===== src/rtl/ccff_chain_loader.sv =====
// Configuration-chain feeder: accepts bytes over valid/ready and shifts CHAIN_LEN bits MSB-first onto ccff_head.
// Optional CCFF_READBACK_EN captures the bits returning on ccff_tail into rb_data/rb_valid.
module ccff_chain_loader #(
    parameter int unsigned CHAIN_LEN = 8,
    parameter int unsigned CNT_W     = $clog2(CHAIN_LEN + 1)
) (
    input  logic       prog_clk,
    input  logic       pReset,
    input  logic       start,
    input  logic       abort,
    input  logic [7:0] cfg_data,
    input  logic       cfg_valid,
    output logic       cfg_ready,
    output logic       ccff_head,
    output logic       ccff_shift_en,
    input  logic       ccff_tail,
    output logic       busy,
    output logic       done
`ifdef CCFF_READBACK_EN
    ,
    output logic [7:0] rb_data,
    output logic       rb_valid
`endif
);

    localparam int unsigned NB_W = 4;

    typedef enum logic [1:0] {IDLE, LOAD, SHIFT, DONE} state_t;

    state_t            state;
    logic [CNT_W-1:0]  bits_left;
    logic [NB_W-1:0]   nbits;
    logic [7:0]        shreg;
    logic [NB_W-1:0]   byte_n_c;

    // Bits to take from the next byte: a full byte or whatever the chain still needs.
    always_comb begin
        byte_n_c = (32'(bits_left) >= 32'd8) ? NB_W'(8) : NB_W'(bits_left);
    end

`ifdef CCFF_READBACK_EN
    logic [NB_W-1:0] byte_bits;
    logic [7:0]      rb_acc;
    logic [7:0]      rb_next_c;
    logic [NB_W-1:0] rb_pos_c;

    // Returning bit lands left-aligned at its position within the current byte.
    always_comb begin
        rb_pos_c  = byte_bits - nbits;
        rb_next_c = rb_acc;
        rb_next_c[3'(NB_W'(7) - rb_pos_c)] = ccff_tail;
    end
`else
    logic unused_tail;
    assign unused_tail = ccff_tail;
`endif

    always_ff @(posedge prog_clk or negedge pReset) begin
        if (!pReset) begin
            state         <= IDLE;
            bits_left     <= '0;
            nbits         <= '0;
            shreg         <= '0;
            cfg_ready     <= 1'b0;
            ccff_head     <= 1'b0;
            ccff_shift_en <= 1'b0;
            busy          <= 1'b0;
            done          <= 1'b0;
`ifdef CCFF_READBACK_EN
            byte_bits     <= '0;
            rb_acc        <= '0;
            rb_data       <= '0;
            rb_valid      <= 1'b0;
`endif
        end else begin
`ifdef CCFF_READBACK_EN
            rb_valid <= 1'b0;
`endif
            if (abort) begin
                state         <= IDLE;
                bits_left     <= '0;
                nbits         <= '0;
                cfg_ready     <= 1'b0;
                ccff_head     <= 1'b0;
                ccff_shift_en <= 1'b0;
                busy          <= 1'b0;
                done          <= 1'b0;
            end else begin
                case (state)
                    IDLE: begin
                        done <= 1'b0;
                        if (start) begin
                            state     <= LOAD;
                            bits_left <= CNT_W'(CHAIN_LEN);
                            cfg_ready <= 1'b1;
                            busy      <= 1'b1;
                        end
                    end
                    LOAD: begin
                        if (cfg_valid && cfg_ready) begin
                            state         <= SHIFT;
                            cfg_ready     <= 1'b0;
                            ccff_shift_en <= 1'b1;
                            ccff_head     <= cfg_data[7];
                            shreg         <= {cfg_data[6:0], 1'b0};
                            nbits         <= byte_n_c;
`ifdef CCFF_READBACK_EN
                            byte_bits     <= byte_n_c;
                            rb_acc        <= '0;
`endif
                        end
                    end
                    SHIFT: begin
                        if (bits_left != '0) begin
                            bits_left <= bits_left - CNT_W'(1);
                        end
                        nbits <= nbits - NB_W'(1);
`ifdef CCFF_READBACK_EN
                        rb_acc <= rb_next_c;
`endif
                        if (nbits == NB_W'(1)) begin
                            ccff_shift_en <= 1'b0;
                            ccff_head     <= 1'b0;
`ifdef CCFF_READBACK_EN
                            rb_data       <= rb_next_c;
                            rb_valid      <= 1'b1;
`endif
                            if (bits_left <= CNT_W'(1)) begin
                                state <= DONE;
                                done  <= 1'b1;
                            end else begin
                                state     <= LOAD;
                                cfg_ready <= 1'b1;
                            end
                        end else begin
                            ccff_head <= shreg[7];
                            shreg     <= {shreg[6:0], 1'b0};
                        end
                    end
                    DONE: begin
                        state <= IDLE;
                        done  <= 1'b0;
                        busy  <= 1'b0;
                    end
                    default: begin
                        state <= IDLE;
                    end
                endcase
            end
        end
    end

endmodule


===== config.mk =====
export PLATFORM = sky130hd
export DESIGN_NAME = ccff_chain_loader
export DESIGN_NICKNAME = d
export VERILOG_FILES = /design/src/rtl/ccff_chain_loader.sv
export SDC_FILE = /design/constraint.sdc
export NUM_CORES = 1
export LEC_CHECK = 0
export CELL_PAD_IN_SITES_DETAIL_PLACEMENT = 1
export CELL_PAD_IN_SITES_GLOBAL_PLACEMENT = 2
export CORE_MARGIN = 3
export CORE_UTILIZATION = 30
export CTS_BUF_LIST = sky130_fd_sc_hd__clkbuf_8
export DETAILED_ROUTE_END_ITERATION = 7
export PLACE_DENSITY_LB_ADDON = 0.1
export RECOVER_POWER = 50
export SLEW_MARGIN = 10
export SYNTH_ARGS = -nofsm -noshare
export SYNTH_HDL_FRONTEND = slang
export SYNTH_SLANG_ARGS = --single-unit
export TNS_END_PERCENT = 30

===== constraint.sdc =====
create_clock -name prog_clk -period 2.4 [get_ports prog_clk]
set_input_delay 0.6 -clock prog_clk [delete_from_list [all_inputs] [get_ports prog_clk]]
set_output_delay 0.6 -clock prog_clk [all_outputs]
set_load 0.02 [all_outputs]

# Yosys cells after proc, flatten, opt, wreduce, memory -nomap -nowiden
# Cells that the tools add are included.
# totals
word_cells	81
output_inout_bits	5
reg_bits	23
# classes
n_reduce_logical	18
magnitude_cmp	2
n_addsub	2
bitwise	1
n_eq_ne	12
muxes	37
# op_table
operator	count
4-bit 2-to-1 mux	6
3-bit != test, second input constant	6
8-bit 2-to-1 mux	2
4-bit case mux with 2 select lines	2
8-bit case mux with 2 select lines	1
1-bit 2-to-1 mux	15
3-bit AND reduction	4
3-bit nonzero test	4
2-bit 2-to-1 mux	5
1-bit case mux with 2 select lines	4
2-bit case mux with 4 select lines	1
4-bit nonzero test	2
4-bit by 1-bit subtractor with 4-bit output, second input constant	2
5-bit AND reduction	1
2-bit equality test, second input constant	2
4-bit by 1-bit equality test with 1-bit output, second input constant	1
4-bit greater-or-equal comparator, second input constant	1
4-bit by 1-bit <= comparator with 1-bit output, second input constant	1
2-bit != test, second input constant	2
2-bit AND reduction	2
4-bit AND reduction	1
1-bit case mux with 3 select lines	1
2-bit by 1-bit equality test with 1-bit output, second input constant	1
2-bit logical NOT	1
4 further kinds	4

# Logic depth before layout (Yosys ltp)
# logic_depth
ltp_word	5
depth_mapped	7

# Worst setup path before layout
# OpenSTA, ideal clock, no wires.
# synth_timing
path_type	reg2reg
from	reg state[0]
to	reg nbits[3]
setup_slack_ns	0.529
path_stages_with_launch	8
required_time_ns	2.274
arrival_ns	1.745
synth_period_minus_slack_ns	1.871
setup_time_ns	0.126
path_cell_list	dfrtp_1 -> inv_1 -> ha_1 -> or2_2 -> a21oi_1 -> clkbuf_1 -> nor4b_1 -> a221o_1
# synth_via
elab_chain_cells	3
elab_cells_between_ends	7
cone_classes	eq/ne: 3; mux: 2; reduce/logical: 2
# synth_rtl
item	line	source
start: declaration	30	state_t state;
start signal: assignment	60	state <= IDLE;
start signal: assignment	80	state <= IDLE;
start signal: assignment	93	state <= LOAD;
2-bit equality test or 2-bit by 1-bit equality test with 1-bit output (tied branches)	89	case (state)
4-bit case mux with 2 select lines (tied with other cells)	89	
4-bit 2-to-1 mux or 2-bit AND reduction (tied branches)	n/a	
end signal: assignment	106	nbits <= byte_n_c;
end signal: assignment	117	nbits <= nbits - NB_W'(1);
end: declaration	32	logic [NB_W-1:0] nbits;
# Parallel ways exist; a longest one is shown, timed or not.
# A chain may end at the register's enable or synchronous reset.

# Worst setup path after layout
# Ends and elaborated chain as after synthesis.

==> impl.org <==
** STA
- Fin crit period :: 2.01 ns
- Worst-case setup margin in the final layout :: 0.385 ns
- The final hold violation count came to 0.
- Setup violations remaining at the end of the flow were counted as 0.
- Crit share post-route :: 83.9%
- Relative slew slack :: 14.0%
- Setup repair after global routing missed its margin :: false
- Based on the critical path, the design can be clocked at up to 496 MHz.
- Clock Skews :: 0.00528 ns
- The count of pins over their slew limit is 0.
- For the pin with the worst max-slew slack, the measured transition is 1.29 ns.
- Summed over all failing endpoints, the final setup total negative slack is 0 ns.

** Clocking
- Hold repair after CTS inserted 0 buffers.
- CTS tree :: yes
- CTS built an H-tree with a depth of 1.
- The clock drives 22 sinks.
- Count of buffers added by post-CTS timing repair for setup :: 0
- In this run, post-CTS repair resized a total of 0 instances.
- Number of clock buffers inserted by TritonCTS :: 3
- After clock tree synthesis, the clock-pin slew on the worst setup and hold paths is 0.09 ns.
- Worst-skew pair later-pin latency :: 0.27 ns
- Buffer levels on the longest clock path :: 2
- The root buffer cell chosen for the clock tree is sky130_fd_sc_hd__clkbuf_8.

** Layout
- The library cells used most frequently in the layout, excluding fill and tap cells, are sky130_fd_sc_hd__dfrtp_1, sky130_fd_sc_hd__nor2_1, sky130_fd_sc_hd__clkdlybuf4s50_1.
- Once layout is complete, the utilization of the core stands at 39.9%.
- Area delta synth->final :: 23.7%
- Antenna Diode Count :: 0
- Final Net Count :: 196
- The finished cells cover 0.00166 sq mm.
- After the flow finishes, the layout carries non-filler instances totaling 222.
- Commonest non-fill, non-tap cell in the layout :: sky130_fd_sc_hd__dfrtp_1
- Ratio of cells with drive above 1 in the final layout :: 10.5%
- Layout filler cell count :: 489

** Logic synthesis
- Summing the areas of all fa, ha and maj instances in the mapped netlist gives 8.37% of the synthesized area.
- Area fraction in and, or, nand and nor cells after synthesis :: 20.1%
- Count of state elements after synthesis :: 22
- In the post-synthesis netlist, the biggest area contributors are sky130_fd_sc_hd__dfrtp_1, sky130_fd_sc_hd__ha_1, sky130_fd_sc_hd__a21oi_1.
- Portion of synthesized cell area occupied by the leading cell type :: 40.9%
- Of the total synthesized cell area, the portion taken by XOR and XNOR cells is 0%.
- Of the post-synthesis cell area, the part taken by muxes is 6.05%.
- For this run, the number of Yosys warnings is 0.
- Sequential fraction of the synthesis area :: 40.9%
- Netlist area before placement :: 0.00135 sq mm
- Mean instance size in the synthesized netlist :: 8.97 sq um
- Yosys mapped the design onto 36 distinct sky130hd cell types.
- After synthesis, the largest family of logic cells by area is simple AND/OR/NAND/NOR gates.
- Number of standard cells after synthesis :: 150
- Summing the areas of all compound-gate instances in the mapped netlist gives 19.3% of the synthesized area.
- Largest area contributor in the synthesized netlist :: sky130_fd_sc_hd__dfrtp_1
- The number of nets in the synthesized netlist is 173.

** Worst setup path
- Crit path arrival time :: 2.18 ns
- Across all register-to-register paths, the minimum setup slack is 0.39 ns.
- Of all nets on the critical path, the largest fanout is 5.
- Worst Setup End Kind :: flip-flop
- The critical path in this run is classified as flip-flop to flip-flop.
- Startpoint type of the worst setup path :: flip-flop
- Required time at the endpoint of the critical path :: 2.56 ns
- Measured in cells, the most critical reg-to-reg path has a length of 7.

** Power and ir drop
- In this run the power density over the cells is 1040 mW/mm^2.
- Sequential cells account for 35.1% of the total power.
- In this run, the combinational gates consume 48.7% of the power.
- The clock network is responsible for 16.1% of the overall power.
- Net Sw Frac :: 40.2%
- Switching power :: 0.697 mW
- Leakage power figure :: 0.695 nW
- Cell internal power was estimated by the tool at 1.04 mW.
- Max rail drop VDD :: 0.000353 V

** Placed design
- Summed over all nets, the half-perimeter wirelength after detailed placement is 2490 microns.
- Placement Cell Area :: 0.00161 sq mm
- During placement, the flow inserted port buffers numbering 17.
- Placement Setup Slack :: 0.208 ns
- Number of placed cells counting well taps :: 218
- Routability congestion estimate :: 0.753

** Detailed routing
- Wires add up to 3290 microns.
- Starting DRT DRC Count :: 40
- In the routed design, unresolved DRC markers number 0.
- The count of nets left with antenna violations once routing finished came out at 0.
- Vias after detailed routing :: 1153
- In the final routed layout, each cell accounts on average for 14.8 microns.
- After detailed routing, the number of vias per cell comes to 5.19.
- The first detailed-routing pass took 4 iterations.

** Min path
- Worst Hold Class :: flip-flop to flip-flop
- Number of stages on the worst hold path :: 2

** Die
- The total area inside the core boundary comes to 0.00417 sq mm.
- Std cell rows :: 23
- The floorplan step defined a die boundary enclosing 0.00532 sq mm.
- Top Ports :: 19
- In this run the vertical extent of the chip is 73.0 microns.
- From left edge to right edge, the die measures 73.0 microns.
- Effective utilization at floorplan :: 32.2%

** Global routing
- Antenna violations before repair :: 0
- Wire length of the first global-routing pass :: 5610 microns
- Largest net degree at the start of global routing :: 23
- Residual overflow from global routing :: 0
- Vias in the first global route :: 1139
- Aggregate global-route resource usage :: 13.7%

** Outcome
- The run finished with clean final reports.

** Flow run
- The tool flagged a number of max-cap violations equal to 0.
-- power by group through the flow --
stage                     logic (mW)  registers (mW)  clock network (mW)
final                          0.846           0.609               0.280
after global routing           0.962           0.631               0.306
after global placement         0.830           0.611                   0
after CTS                      0.859           0.610               0.297
after detailed placement       0.856           0.617                   0
after floorplan                0.575           0.613                   0
-- critical path: stages, from the launching register on --
cell,delay (ns)
sky130_fd_sc_hd__dfrtp_1,0.41
sky130_fd_sc_hd__inv_1,0.11
sky130_fd_sc_hd__ha_1,0.26
sky130_fd_sc_hd__or2_2,0.32
sky130_fd_sc_hd__a21oi_1,0.28
sky130_fd_sc_hd__buf_4,0.20
sky130_fd_sc_hd__nor4b_1,0.06
sky130_fd_sc_hd__a221o_1,0.26
-- routing by layer --
metal  vias to the layer above  part of all wire [%]  track usage (%)
met5                         -                     0                0
met3                         2                   3.4             3.31
met1                       561                    52             18.5
li1                        573                     -                -
met2                        17                    44             21.7
met4                         0                  0.94             3.69
-- metrics by stage --
stage / hold slack [ns] / power, mW
3_5_place_dp: 0.475 / 1.47
2_1_floorplan: 0.304 / 1.19
4_1_cts: 0.497 / 1.77
6_report: 0.487 / 1.73
3_3_place_gp: 0.465 / 1.44
5_1_grt: 0.540 / 1.90
-- cell usage after synthesis, drive strengths merged --
| library cell | number |
|---|---|
| dfrtp | 22 |
| a221o | 2 |
| or3 | 1 |
| a311oi | 1 |
| ha | 9 |
| nor2b | 2 |
| a21oi | 14 |
| a32o | 2 |
| a21bo | 1 |
| nor3b | 1 |
| nand2 | 11 |
| nand2b | 3 |
| a32oi | 1 |
| mux2 | 1 |
| nor2 | 16 |
| clkbuf | 4 |
| nor4b | 1 |
| nand3b | 2 |
| o22ai | 2 |
| or3b | 2 |
| a2bb2oi | 1 |
| o21ai | 10 |
| a31oi | 2 |
| mux2i | 7 |
| inv | 10 |
| o41ai | 1 |
| and4bb | 1 |
| nand3 | 1 |
| and2 | 1 |
| or4 | 1 |
| nor4 | 1 |
| or2 | 4 |
| nor3 | 4 |
| buf | 4 |
| o31ai | 4 |
-- final timing paths --
check | start | to
min reg2reg | ccff_head | ccff_head
max reg2reg | state[0] | nbits[3]
max in group asynchronous | pReset | nbits[2]
min | ccff_head | ccff_head
min in group asynchronous | pReset | busy
max | state[0] | nbits[3]
-- cell families after synthesis --
| kind of cell | count (synthesis) |
|---|---|
| AND/OR/NAND/NOR | 52 |
| AO/OA/AOI/OAI | 41 |
| flip-flops | 22 |
| buffers and inverters | 18 |
| adder cells (fa/ha/maj) | 9 |
| multiplexers | 8 |
-- flip-flops by register name, indices dropped and copies added, names as in the netlist --
register / flops
ccff_shift_en: 1
state: 2
ccff_head: 1
shreg: 7
done: 1
nbits: 4
bits_left: 4
cfg_ready: 1
busy: 1
-- area by class of cell --
cell class              count  area, sq um  area share [%]
multi-input cells         110          724            43.5
flip-flops and latches     22          551            33.1
repair buffers             26          234            14.1
well taps                  50         62.6            3.76
clock buffers               4         55.1            3.31
inverters                  10         37.5            2.26
Note: power is estimated with default switching activity, not from simulation.
